## src/rtl/keypad_scan_debounce_pkg.sv

```systemverilog
`default_nettype none
// ============================================================================
//  Module      : keypad_scan_debounce_pkg
//  Description : Shared state encoding, row reset pattern and one-hot helpers
//                for the 4x4 keypad scanner.
//  Ports       : none (package)
//  Revision    : 1.0 - initial release
// ============================================================================
package keypad_scan_debounce_pkg;

    typedef logic [1:0] state_t;

    localparam state_t     c_st_scan     = 2'd0;
    localparam state_t     c_st_press_db = 2'd1;
    localparam state_t     c_st_pressed  = 2'd2;
    localparam state_t     c_st_rel_db   = 2'd3;

    localparam logic [3:0] c_row_reset   = 4'b0001;

    // True when exactly one bit of v is set.
    function automatic logic onehot_single(input logic [3:0] v);
        return (v != 4'd0) && ((v & (v - 4'd1)) == 4'd0);
    endfunction

    // Index of the lowest set bit; only meaningful when onehot_single(v).
    function automatic logic [1:0] onehot_index(input logic [3:0] v);
        logic [1:0] idx;
        idx = 2'd0;
        for (int i = 3; i >= 0; i--) begin
            if (v[i]) idx = 2'(i);
        end
        return idx;
    endfunction

    // Advance the one-hot row drive: 0001->0010->0100->1000->0001.
    function automatic logic [3:0] row_rotate(input logic [3:0] r);
        return {r[2:0], r[3]};
    endfunction

endpackage
`default_nettype wire

```

## src/rtl/keypad_scan_debounce_stable_counter.sv

```systemverilog
`default_nettype none
// ============================================================================
//  Module      : keypad_scan_debounce_stable_counter
//  Description : Saturating stability counter. Cleared by clear, advances on
//                inc, and raises done once DEBOUNCE_CNT matching cycles have
//                been counted.
//  Ports       : clk, rst (async, active-high), clear, inc -> done
//  Revision    : 1.0 - initial release
// ============================================================================
module keypad_scan_debounce_stable_counter #(
    parameter int CNT_W        = 16,
    parameter int DEBOUNCE_CNT = 20000
) (
    input  logic clk,
    input  logic rst,
    input  logic clear,
    input  logic inc,
    output logic done
);

    localparam logic [CNT_W-1:0] c_done_val = CNT_W'(DEBOUNCE_CNT);
    localparam logic [CNT_W-1:0] c_cnt_one  = CNT_W'(1);

    logic [CNT_W-1:0] r_count;
    logic             w_done;

    assign w_done = (r_count == c_done_val);
    assign done   = w_done;

    // Holds at the done value rather than wrapping.
    always_ff @(posedge clk or posedge rst) begin
        if (rst) begin
            r_count <= '0;
        end else if (clear) begin
            r_count <= '0;
        end else if (inc && !w_done) begin
            r_count <= r_count + c_cnt_one;
        end
    end

endmodule
`default_nettype wire

```

## src/rtl/keypad_scan_debounce.sv

```systemverilog
`default_nettype none
// ============================================================================
//  Module      : keypad_scan_debounce
//  Description : 4x4 keypad row sweep with press/release debounce. Emits a
//                one-cycle key_valid strobe with {row,col} key code.
//  Ports       : clk, rst (async, active-high)
//                col_in    [3:0] in  column lines, active-high
//                row_sweep [3:0] out one-hot row drive
//                key_code  [3:0] out {row_idx, col_idx} of last accepted key
//                key_valid       out one-cycle accept strobe
//                key_held        out high while accepted key is down
//  Revision    : 1.0 - initial release
// ============================================================================
module keypad_scan_debounce
    import keypad_scan_debounce_pkg::*;
#(
    parameter int SCAN_DIV     = 1000,
    parameter int DEBOUNCE_CNT = 20000,
    parameter int CNT_W        = 16
) (
    input  logic       clk,
    input  logic       rst,
    input  logic [3:0] col_in,
    output logic [3:0] row_sweep,
    output logic [3:0] key_code,
    output logic       key_valid,
    output logic       key_held
);

    localparam logic [CNT_W-1:0] c_dwell_last = CNT_W'(SCAN_DIV - 1);
    localparam logic [CNT_W-1:0] c_cnt_one    = CNT_W'(1);

    state_t           r_state;
    state_t           w_next_state;
    logic [CNT_W-1:0] r_dwell;
    logic [3:0]       r_row;
    logic [1:0]       r_col_idx;
    logic [3:0]       r_key_code;
    logic             r_key_valid;
    logic             r_key_held;

    logic             w_dwell_last;
    logic             w_col_single;
    logic [1:0]       w_col_idx;
    logic [3:0]       w_latched_col;
    logic             w_db_clear;
    logic             w_db_inc;
    logic             w_db_done;
    logic             w_scan_hit;
    logic             w_scan_miss;
    logic             w_press_abort;
    logic             w_accept;
    logic             w_rel_done;

    assign w_dwell_last  = (r_dwell == c_dwell_last);
    assign w_col_single  = onehot_single(col_in);
    assign w_col_idx     = onehot_index(col_in);
    assign w_latched_col = 4'b0001 << r_col_idx;

    assign w_scan_hit    = (r_state == c_st_scan) && w_dwell_last && w_col_single;
    assign w_scan_miss   = (r_state == c_st_scan) && w_dwell_last && !w_col_single;
    assign w_accept      = (r_state == c_st_press_db) && w_db_done;
    assign w_press_abort = (r_state == c_st_press_db) && !w_db_done &&
                           (col_in != w_latched_col);
    assign w_rel_done    = (r_state == c_st_rel_db) && w_db_done;

    // One counter serves both debounce states; it is held clear in the
    // non-debounce states so every debounce window starts from zero.
    keypad_scan_debounce_stable_counter #(
        .CNT_W        (CNT_W),
        .DEBOUNCE_CNT (DEBOUNCE_CNT)
    ) u_stable_counter (
        .clk   (clk),
        .rst   (rst),
        .clear (w_db_clear),
        .inc   (w_db_inc),
        .done  (w_db_done)
    );

    always_ff @(posedge clk or posedge rst) begin
        if (rst) begin
            r_state <= c_st_scan;
        end else begin
            r_state <= w_next_state;
        end
    end

    // Reaching the count takes priority over the current column sample:
    // DEBOUNCE_CNT matching cycles have already been seen at that point.
    always_comb begin
        w_next_state = r_state;
        w_db_clear   = 1'b0;
        w_db_inc     = 1'b0;
        case (r_state)
            c_st_scan: begin
                w_db_clear = 1'b1;
                if (w_dwell_last && w_col_single) w_next_state = c_st_press_db;
            end
            c_st_press_db: begin
                if (w_db_done)                       w_next_state = c_st_pressed;
                else if (col_in == w_latched_col)    w_db_inc     = 1'b1;
                else                                 w_next_state = c_st_scan;
            end
            c_st_pressed: begin
                w_db_clear = 1'b1;
                if (col_in == 4'd0) w_next_state = c_st_rel_db;
            end
            c_st_rel_db: begin
                if (w_db_done)            w_next_state = c_st_scan;
                else if (col_in == 4'd0)  w_db_inc     = 1'b1;
                else                      w_next_state = c_st_pressed;
            end
            default: w_next_state = c_st_scan;
        endcase
    end

    always_ff @(posedge clk or posedge rst) begin
        if (rst) begin
            r_dwell     <= '0;
            r_row       <= c_row_reset;
            r_col_idx   <= 2'd0;
            r_key_code  <= 4'h0;
            r_key_valid <= 1'b0;
            r_key_held  <= 1'b0;
        end else begin
            r_key_valid <= w_accept;

            // Dwell only runs while sweeping; any other state leaves it at
            // zero so a return to scanning starts a full dwell period.
            if ((r_state == c_st_scan) && !w_dwell_last) begin
                r_dwell <= r_dwell + c_cnt_one;
            end else begin
                r_dwell <= '0;
            end

            if (w_scan_hit) r_col_idx <= w_col_idx;

            // Row stays frozen from the hit until the key is fully released
            // (or the press is rejected), so it still names the key's row.
            if (w_scan_miss || w_press_abort || w_rel_done) begin
                r_row <= row_rotate(r_row);
            end

            if (w_accept) begin
                r_key_code <= {onehot_index(r_row), r_col_idx};
                r_key_held <= 1'b1;
            end else if (w_rel_done) begin
                r_key_held <= 1'b0;
            end
        end
    end

    assign row_sweep = r_row;
    assign key_code  = r_key_code;
    assign key_valid = r_key_valid;
    assign key_held  = r_key_held;

endmodule
`default_nettype wire

```

## config.mk

```make
export PLATFORM = sky130hd
export DESIGN_NAME = keypad_scan_debounce
export DESIGN_NICKNAME = d
export VERILOG_FILES = /design/src/rtl/keypad_scan_debounce_pkg.sv /design/src/rtl/keypad_scan_debounce_stable_counter.sv /design/src/rtl/keypad_scan_debounce.sv
export SDC_FILE = /design/constraint.sdc
export NUM_CORES = 1
export LEC_CHECK = 0
export BUFFER_PORTS_ARGS = -buffer_cell sky130_fd_sc_hd__buf_2
export CORE_ASPECT_RATIO = 1.1
export CORE_MARGIN = 2
export CORE_UTILIZATION = 40
export DETAILED_ROUTE_END_ITERATION = 8
export PLACE_DENSITY_LB_ADDON = 0.05
export SLEW_MARGIN = 10
export SYNTH_ARGS = -nofsm -noshare
export SYNTH_HDL_FRONTEND = slang
export SYNTH_SLANG_ARGS = --single-unit
```

## constraint.sdc

```tcl
create_clock -name clk -period 2.3 [get_ports clk]
set_input_delay 0.46 -clock clk [delete_from_list [all_inputs] [get_ports clk]]
set_output_delay 0.46 -clock clk [all_outputs]
set_load 0.005 [all_outputs]
```

==> results of run 1 <==
==> final cells by class <==
class | instances | area, um2 | area share (%)
Multi-Input combinational cell | 192 | 1270 | 43.0
Inverter | 9 | 33.8 | 1.15
Tap cell | 80 | 100 | 3.40
Clock buffer | 5 | 68.8 | 2.34
Timing Repair Buffer | 45 | 300 | 10.2
Clock inverter | 3 | 21.3 | 0.723
Sequential cell | 46 | 1150 | 39.2
==> layout by cell type, fill, tap and decap left out, drive strengths merged, types with 3 or more instances in the layout <==
cell type and n:
o31ai 3, clkinv 3, o21ai 7, nor4b 5, nor3 5, ha 3
or3 4, nor4 4, clkbuf 5, xor2 11, and3 12, nand2 33
mux2i 9, mux2 6, buf 45, a21oi 10, nand3 15, inv 8
dfrtp 45, xnor2 6, nand2b 6, nor2 28
==> worst max-delay path, stage by stage, from the launching register on <==
cell      delay [ns]
dfrtp_1         0.39
inv_1           0.06
ha_1            0.15
and4bb_1        0.26
a41oi_2         0.19
nor4b_1         0.20
buf_4           0.17
nor3_4          0.25
mux2_2          0.36
==> per-stage QoR <==
| stage | cell area (um2) | cells | power [mW] | util (%) | setup WS [ns] |
|---|---|---|---|---|---|
| final | 2940 | 380 | 1.36 | 48.4 | 0.162 |
| after global routing | 2940 | 380 | 1.43 | 48.4 | 0.0447 |
| after CTS | 2910 | 380 | 1.39 | 47.9 | 0.00301 |
| after detailed placement | 2820 | 372 | 0.886 | 46.3 | -0.0457 |
| after global placement | 2820 | 372 | 0.886 | 46.3 | -0.0104 |
| after floorplan | 2470 | 256 | 0.864 | - | 0.184 |
==> final timing paths <==
kind / startpoint / to / slack (ns)
max in group asynchronous: rst / r_dwell[3] / 1.50
hold / removal: rst / key_code[2] / 0.22
setup / recovery: u_stable_counter.r_count[0] / row_sweep[1] / 0.16
min in group clk: key_code[1] / key_code[1] / 0.47
setup reg to reg: u_stable_counter.r_count[0] / row_sweep[1] / 0.16
hold reg to reg: key_code[1] / key_code[1] / 0.47
==> where the power goes <==
group	total [mW]	leakage, nW	internal [mW]	switching, mW
combinational	0.0578	0.713	0.0211	0.0367
clock	0.494	0.0441	0.214	0.280
sequential	0.810	0.624	0.809	0.000939
==> state kept, by name, indices dropped and copies added, names as in the netlist <==
name and count:
u_stable_counter.r_count 16, key_held 1, key_valid 1, row_sweep 4, r_col_idx 2, r_dwell 16, key_code 4, r_state 2
==> routing by layer <==
| metal | track usage, % | vias up |
|---|---|---|
| li1 | - | 982 |
| met1 | 21.1 | 929 |
| met2 | 30.1 | 16 |
| met3 | 3.75 | 10 |
| met4 | 5.80 | 0 |
| met5 | 0 | - |
==> logic make-up after synthesis <==
| family | share of synthesized area (%) |
|---|---|
| AO/OA/AOI/OAI | 9.03 |
| buffers and inverters | 3.40 |
| AND/OR/NAND/NOR | 26.9 |
| flip-flops | 46.7 |
| multiplexers | 6.39 |
| adder cells (fa/ha/maj) | 1.52 |
| XOR/XNOR | 6.03 |
==> what timing repair did <==
item / CTS / global route
pin swaps: 0 / 0
endpoints found under the setup margin: 3 / 11
gates cloned: 0 / 0
setup buffers: 0 / 0
resized for setup: 1 / 4
endpoints found under the hold margin: 0 / 0
==> run_results.csv, run 1 <==
group,metric,value,unit
outcome,status,"finished, final reports clean",
die,fp.dieW,78.9,um
logic_synthesis,yosys.area.top_type_share,45.6,%
final_layout,nFillCells,601,
routing,top_layer,"met4",
cts,cts_hold_buf,0,
setup_path,critical_path_arrival,2.33,ns
routing,detail-route-antenna-nets,0,
logic_synthesis,synthCells,256,
logic_synthesis,synthArstFlopShare,100,%
placement,dp_hpwl,3.95,mm
cts,cts_max_level,2,
routing,vias_per_cell,5.10,
placement,numPortBuffers,15,
power_and_ir_drop,power.density,463,mW/mm2
logic_synthesis,synth_top_cell_by_area,"dfrtp_1",
setup_path,critPathLaunchType,"flop",
routing,met1_length,2.40,mm
global_route,grt_use_total,17.2,%
global_route,overflow,0,
routing,met2_length,2.73,mm
sta,worst_slew_pin_slew,0.601,ns
sta,final_hold_viol_count,0,
power_and_ir_drop,peakVddDrop,0.323,mV
worst_hold_path,min_path_type,"input port to asynchronous set/reset pin",
sta,setup_viol,0,
routing,drt-initial-drc-count,105,
setup_path,critPathKind,"flop to flop",
cts,clk_latency,0.30,ns
logic_synthesis,ys_seq_area_share,46.7,%
die,initial_core_util,40.6,%
global_route,antenna_found_initial,0,
logic_synthesis,yosysUniqueCellTypes,47,
routing,wl,5.34,mm
logic_synthesis,synthTopCellsByArea,"dfrtp_1 (46%), nand2_1 (5.0%), nor2_1 (4.3%), xor2_1 (3.9%), mux2i_1 (3.7%)",
die,row_count,30,
setup_path,worstPathRequired,2.49,ns
die,io_pins,16,
die,die_area,0.00681,mm2
cts,clkSinkCount,46,
die,core-area,0.00608,mm2
logic_synthesis,synth_edf_count,0,
setup_path,worstPathMaxFanout,4,
cts,cts_buffers,5,
final_layout,n_antenna_cell,0,
cts,cts-root-buf,"clkbuf_8",
cts,tritoncts,"built",
logic_synthesis,synth_top_flop_cell,"dfrtp_1",
power_and_ir_drop,p_leak,1.38,nW
sta,tns,0,ns
cts,clockBufferDepth,2,
sta,post-route-period-util,93.0,%
routing,vias,1937,
logic_synthesis,syn-cell-area,0.00247,mm2
logic_synthesis,synth_nets,265,
routing,drc,0,
logic_synthesis,yosysWarnings,0,
sta,post-route-min-period,2.14,ns
final_layout,nNetsFinal,308,
sta,clock_skew,0.00763,ns
sta,maxSlewViolCount,0,
global_route,grt_pass1_wl,9.11,mm
routing,met3_length,95,um
placement,globalplace.congestion,0.798,
final_layout,syn_to_final_growth,19.3,%
global_route,grt_max_degree,30,
global_route,first_global_vias,1930,
logic_synthesis,ys_ff_latch,46,
final_layout,drive_gt1_share,24.7,%
cts,clk_pin_slew,0.09,ns
routing,routedWlPerCell,14.1,um
logic_synthesis,yosysMostFrequentCell,"dfrtp_1",
sta,max_freq,468,MHz
sta,slew_headroom,59.9,%
sta,hold_slack,0.216,ns
die,chipHeight,86.4,um
logic_synthesis,yosys-top-cells-count,"dfrtp_1 (45), nand2_1 (33), nor2_1 (28)",
routing,drtPass1Iterations,4,
sta,rsz0062_at_grt,"no",
flow_run,drv_cap,0,
logic_synthesis,avgSynthCellArea,9.64,um2
setup_path,r2r_cells,8,
setup_path,cp-end-kind,"flop",
No activity file was read; power rests on OpenSTA's default activity.
==> run 2, diff against run 1 <==
Settings changed: ABC_AREA set to 1.
==> run 2 against run 1 <==
Compared with the run above:
- combinational power increased by 15%
- worst setup slack improved by 0.41 ns
- sequential power is 0.9% higher
==> run_results.csv, run 2 <==
group,metric,value,unit
placement,place_inst,479,
final_layout,syn_to_final_growth,8.85,%
logic_synthesis,synth_edf_count,0,
die,io_pins,16,
global_route,antenna_found_initial,0,
placement,dp_hpwl,4.61,mm
sta,final_hold_viol_count,0,
cts,clk_pin_slew,0.08,ns
setup_path,critPathKind,"flop to flop",
power_and_ir_drop,power.density,473,mW/mm2
logic_synthesis,synthTopCellsByArea,"dfrtp_1 (38%), nand2_1 (13%), nor2_1 (5.8%), xor2_1 (5.1%), nand4_1 (4.9%)",
logic_synthesis,yosysMostFrequentCell,"nand2_1",
power_and_ir_drop,combPwrFrac,4.4,%
cts,cts_resized,0,
global_route,first_global_vias,2380,
logic_synthesis,synth_top_flop_cell,"dfrtp_1",
sta,max_freq,577,MHz
sta,slew_headroom,74.3,%
setup_path,worstPathRequired,2.46,ns
die,die_area,0.00801,mm2
power_and_ir_drop,p_leak,1.61,nW
routing,vias_per_cell,5.04,
power_and_ir_drop,swShare,21.3,%
logic_synthesis,synth_top_cell_by_area,"dfrtp_1",
worst_hold_path,min_path_type,"input port to asynchronous set/reset pin",
setup_path,cp-end-kind,"flop",
logic_synthesis,ys_ff_latch,46,
sta,clock_skew,0.00746,ns
die,chipHeight,93.7,um
power_and_ir_drop,switchingPower,0.320,mW
final_layout,most-common-layout-cells,"nand2_1 (99), nor2_1 (45), dfrtp_1 (45)",
cts,cts_hold_buf,0,
cts,cts_setup_buffers,0,
cts,clkSinkCount,46,
final_layout,top_regs,"r_dwell x16, u_stable_counter.r_count x16",
cts,cts_buffers,5,
setup_path,reg2reg_from,"u_stable_counter.r_count[0]",
global_route,grt_max_degree,34,
final_layout,nNetsFinal,410,
final_layout,n_antenna_cell,0,
logic_synthesis,yosysWarnings,0,
cts,clockBufferDepth,2,
logic_synthesis,synth_nets,392,
routing,wl,6.29,mm
final_layout,stdcell_count,487,
sta,post-route-period-util,75.3,%
die,initial_core_util,41.5,%
setup_path,r2r_cells,9,
die,row_count,32,
routing,vias,2455,
logic_synthesis,yosys-top-cells-count,"nand2_1 (99), dfrtp_1 (45), nor2_1 (45)",
die,fp.dieW,85.5,um
outcome,status,"finished, final reports clean",
cts,tritoncts,"built",
logic_synthesis,synthCells,383,
flow_run,drv_cap,0,
cts,clk_latency,0.29,ns
logic_synthesis,yosys.area.top_type_share,38.5,%
power_and_ir_drop,p_seq_share,54.3,%
routing,detail-route-antenna-nets,0,
sta,tns,0,ns
logic_synthesis,syn-cell-area,0.00293,mm2
final_layout,drive_gt1_share,16.2,%
cts,cts-root-buf,"clkbuf_8",
sta,worst_slew_pin_slew,0.385,ns
cts,cts_max_level,2,
routing,routedWlPerCell,12.9,um
final_layout,layout.cells.most_common,"nand2_1",
setup_path,worstPathMaxFanout,17,
power_and_ir_drop,p_int,1.18,mW
setup_path,critPathLaunchType,"flop",
routing,drc,0,
sta,post-route-min-period,1.73,ns
logic_synthesis,synthArstFlopShare,100,%
sta,setup_viol,0,
final_layout,nFillCells,740,
setup_path,worstReg2RegEnd,"r_state[0]",
logic_synthesis,ys_seq_area_share,39.4,%
sta,maxSlewViolCount,0,
power_and_ir_drop,p_clk_share,41.3,%
global_route,grt_pass1_wl,10.9,mm
sta,rsz0062_at_grt,"no",
setup_path,rrSetupSlack,0.57,ns
setup_path,critical_path_arrival,1.89,ns
routing,drtPass1Iterations,4,
power_and_ir_drop,peakVddDrop,0.276,mV
global_route,overflow,0,
die,core-area,0.00705,mm2
routing,drt-initial-drc-count,80,
logic_synthesis,yosysUniqueCellTypes,35,
logic_synthesis,avgSynthCellArea,7.64,um2
placement,numPortBuffers,15,
placement,globalplace.congestion,0.804,
global_route,grt_use_total,17.0,%
-- run 2: critical path, cell delays in order, from the launching register on --
cell and delay [ns]:
dfrtp_1 0.42, inv_1 0.14, ha_1 0.18, nand2_1 0.09, nor2_4 0.17, a21oi_4 0.08
nand2_4 0.20, nand2_8 0.17, inv_1 0.07, o21ai_0 0.07
-- run 2: cell type report --
class                   count  area (um2)  area share, %
clock buffers               7        86.3           2.71
clock inverters             1        30.0          0.943
inverters                  41         155           4.87
multi-input cells         288        1550           48.6
flip-flops and latches     46        1150           36.2
well taps                  85         106           3.34
repair buffers             19         105           3.30
-- run 2: worst max-delay path by stage --
stage,startpoint,end,slack (ns)
global placement,col_in[0],u_stable_counter.r_count[10],0.57
floorplan,rst,key_code[0],0.75
finish,u_stable_counter.r_count[0],r_state[0],0.57
global route,u_stable_counter.r_count[0],r_state[0],0.37
CTS,u_stable_counter.r_count[0],r_state[0],0.54
detailed placement,col_in[0],u_stable_counter.r_count[12],0.54
-- run 2: kinds of logic (layout without fill, tap and decap cells) --
group                      Yosys count  after routing  share of synthesized area, %
AOI/OAI and AO/OA                   30             30                          5.69
xor gates and xnor gates            18             18                          5.39
adders and majority gates            3              3                          1.28
buffers and inverters               49             68                          7.66
DFF                                 46             46                          39.4
and+or+nand+nor                    237            237                          40.6
-- run 2: layer usage --
| layer | wire length, um | vias up | GRT usage [%] |
|---|---|---|---|
| li1 | - | 1278 | - |
| met1 | 2890 | 1142 | 22.0 |
| met2 | 3150 | 30 | 29.6 |
| met4 | 69 | 0 | 4.76 |
| met3 | 179 | 5 | 2.64 |
| met5 | 0 | - | 0 |
-- run 2: power by group through the flow --
stage                     Sequential, mW  Combinational (mW)  Clock, mW
after floorplan                    0.832              0.0447          0
after global placement             0.833              0.0678          0
after detailed placement           0.833              0.0683          0
after CTS                          0.817              0.0686      0.655
after global routing               0.818              0.0781      0.680
final                              0.817              0.0666      0.621
-- run 2: metrics by stage --
step                      util [%]  hold WS, ns  total power [mW]  setup slack (ns)  instance area [um2]
after floorplan                  -        0.433             0.876             0.754                 2930
after global placement        43.5        0.451             0.901             0.574                 3070
after detailed placement      43.5        0.451             0.901             0.540                 3070
after CTS                     45.2        0.128              1.54             0.538                 3180
after global routing          45.2        0.145              1.58             0.374                 3180
final                         45.2        0.130              1.50             0.567                 3180
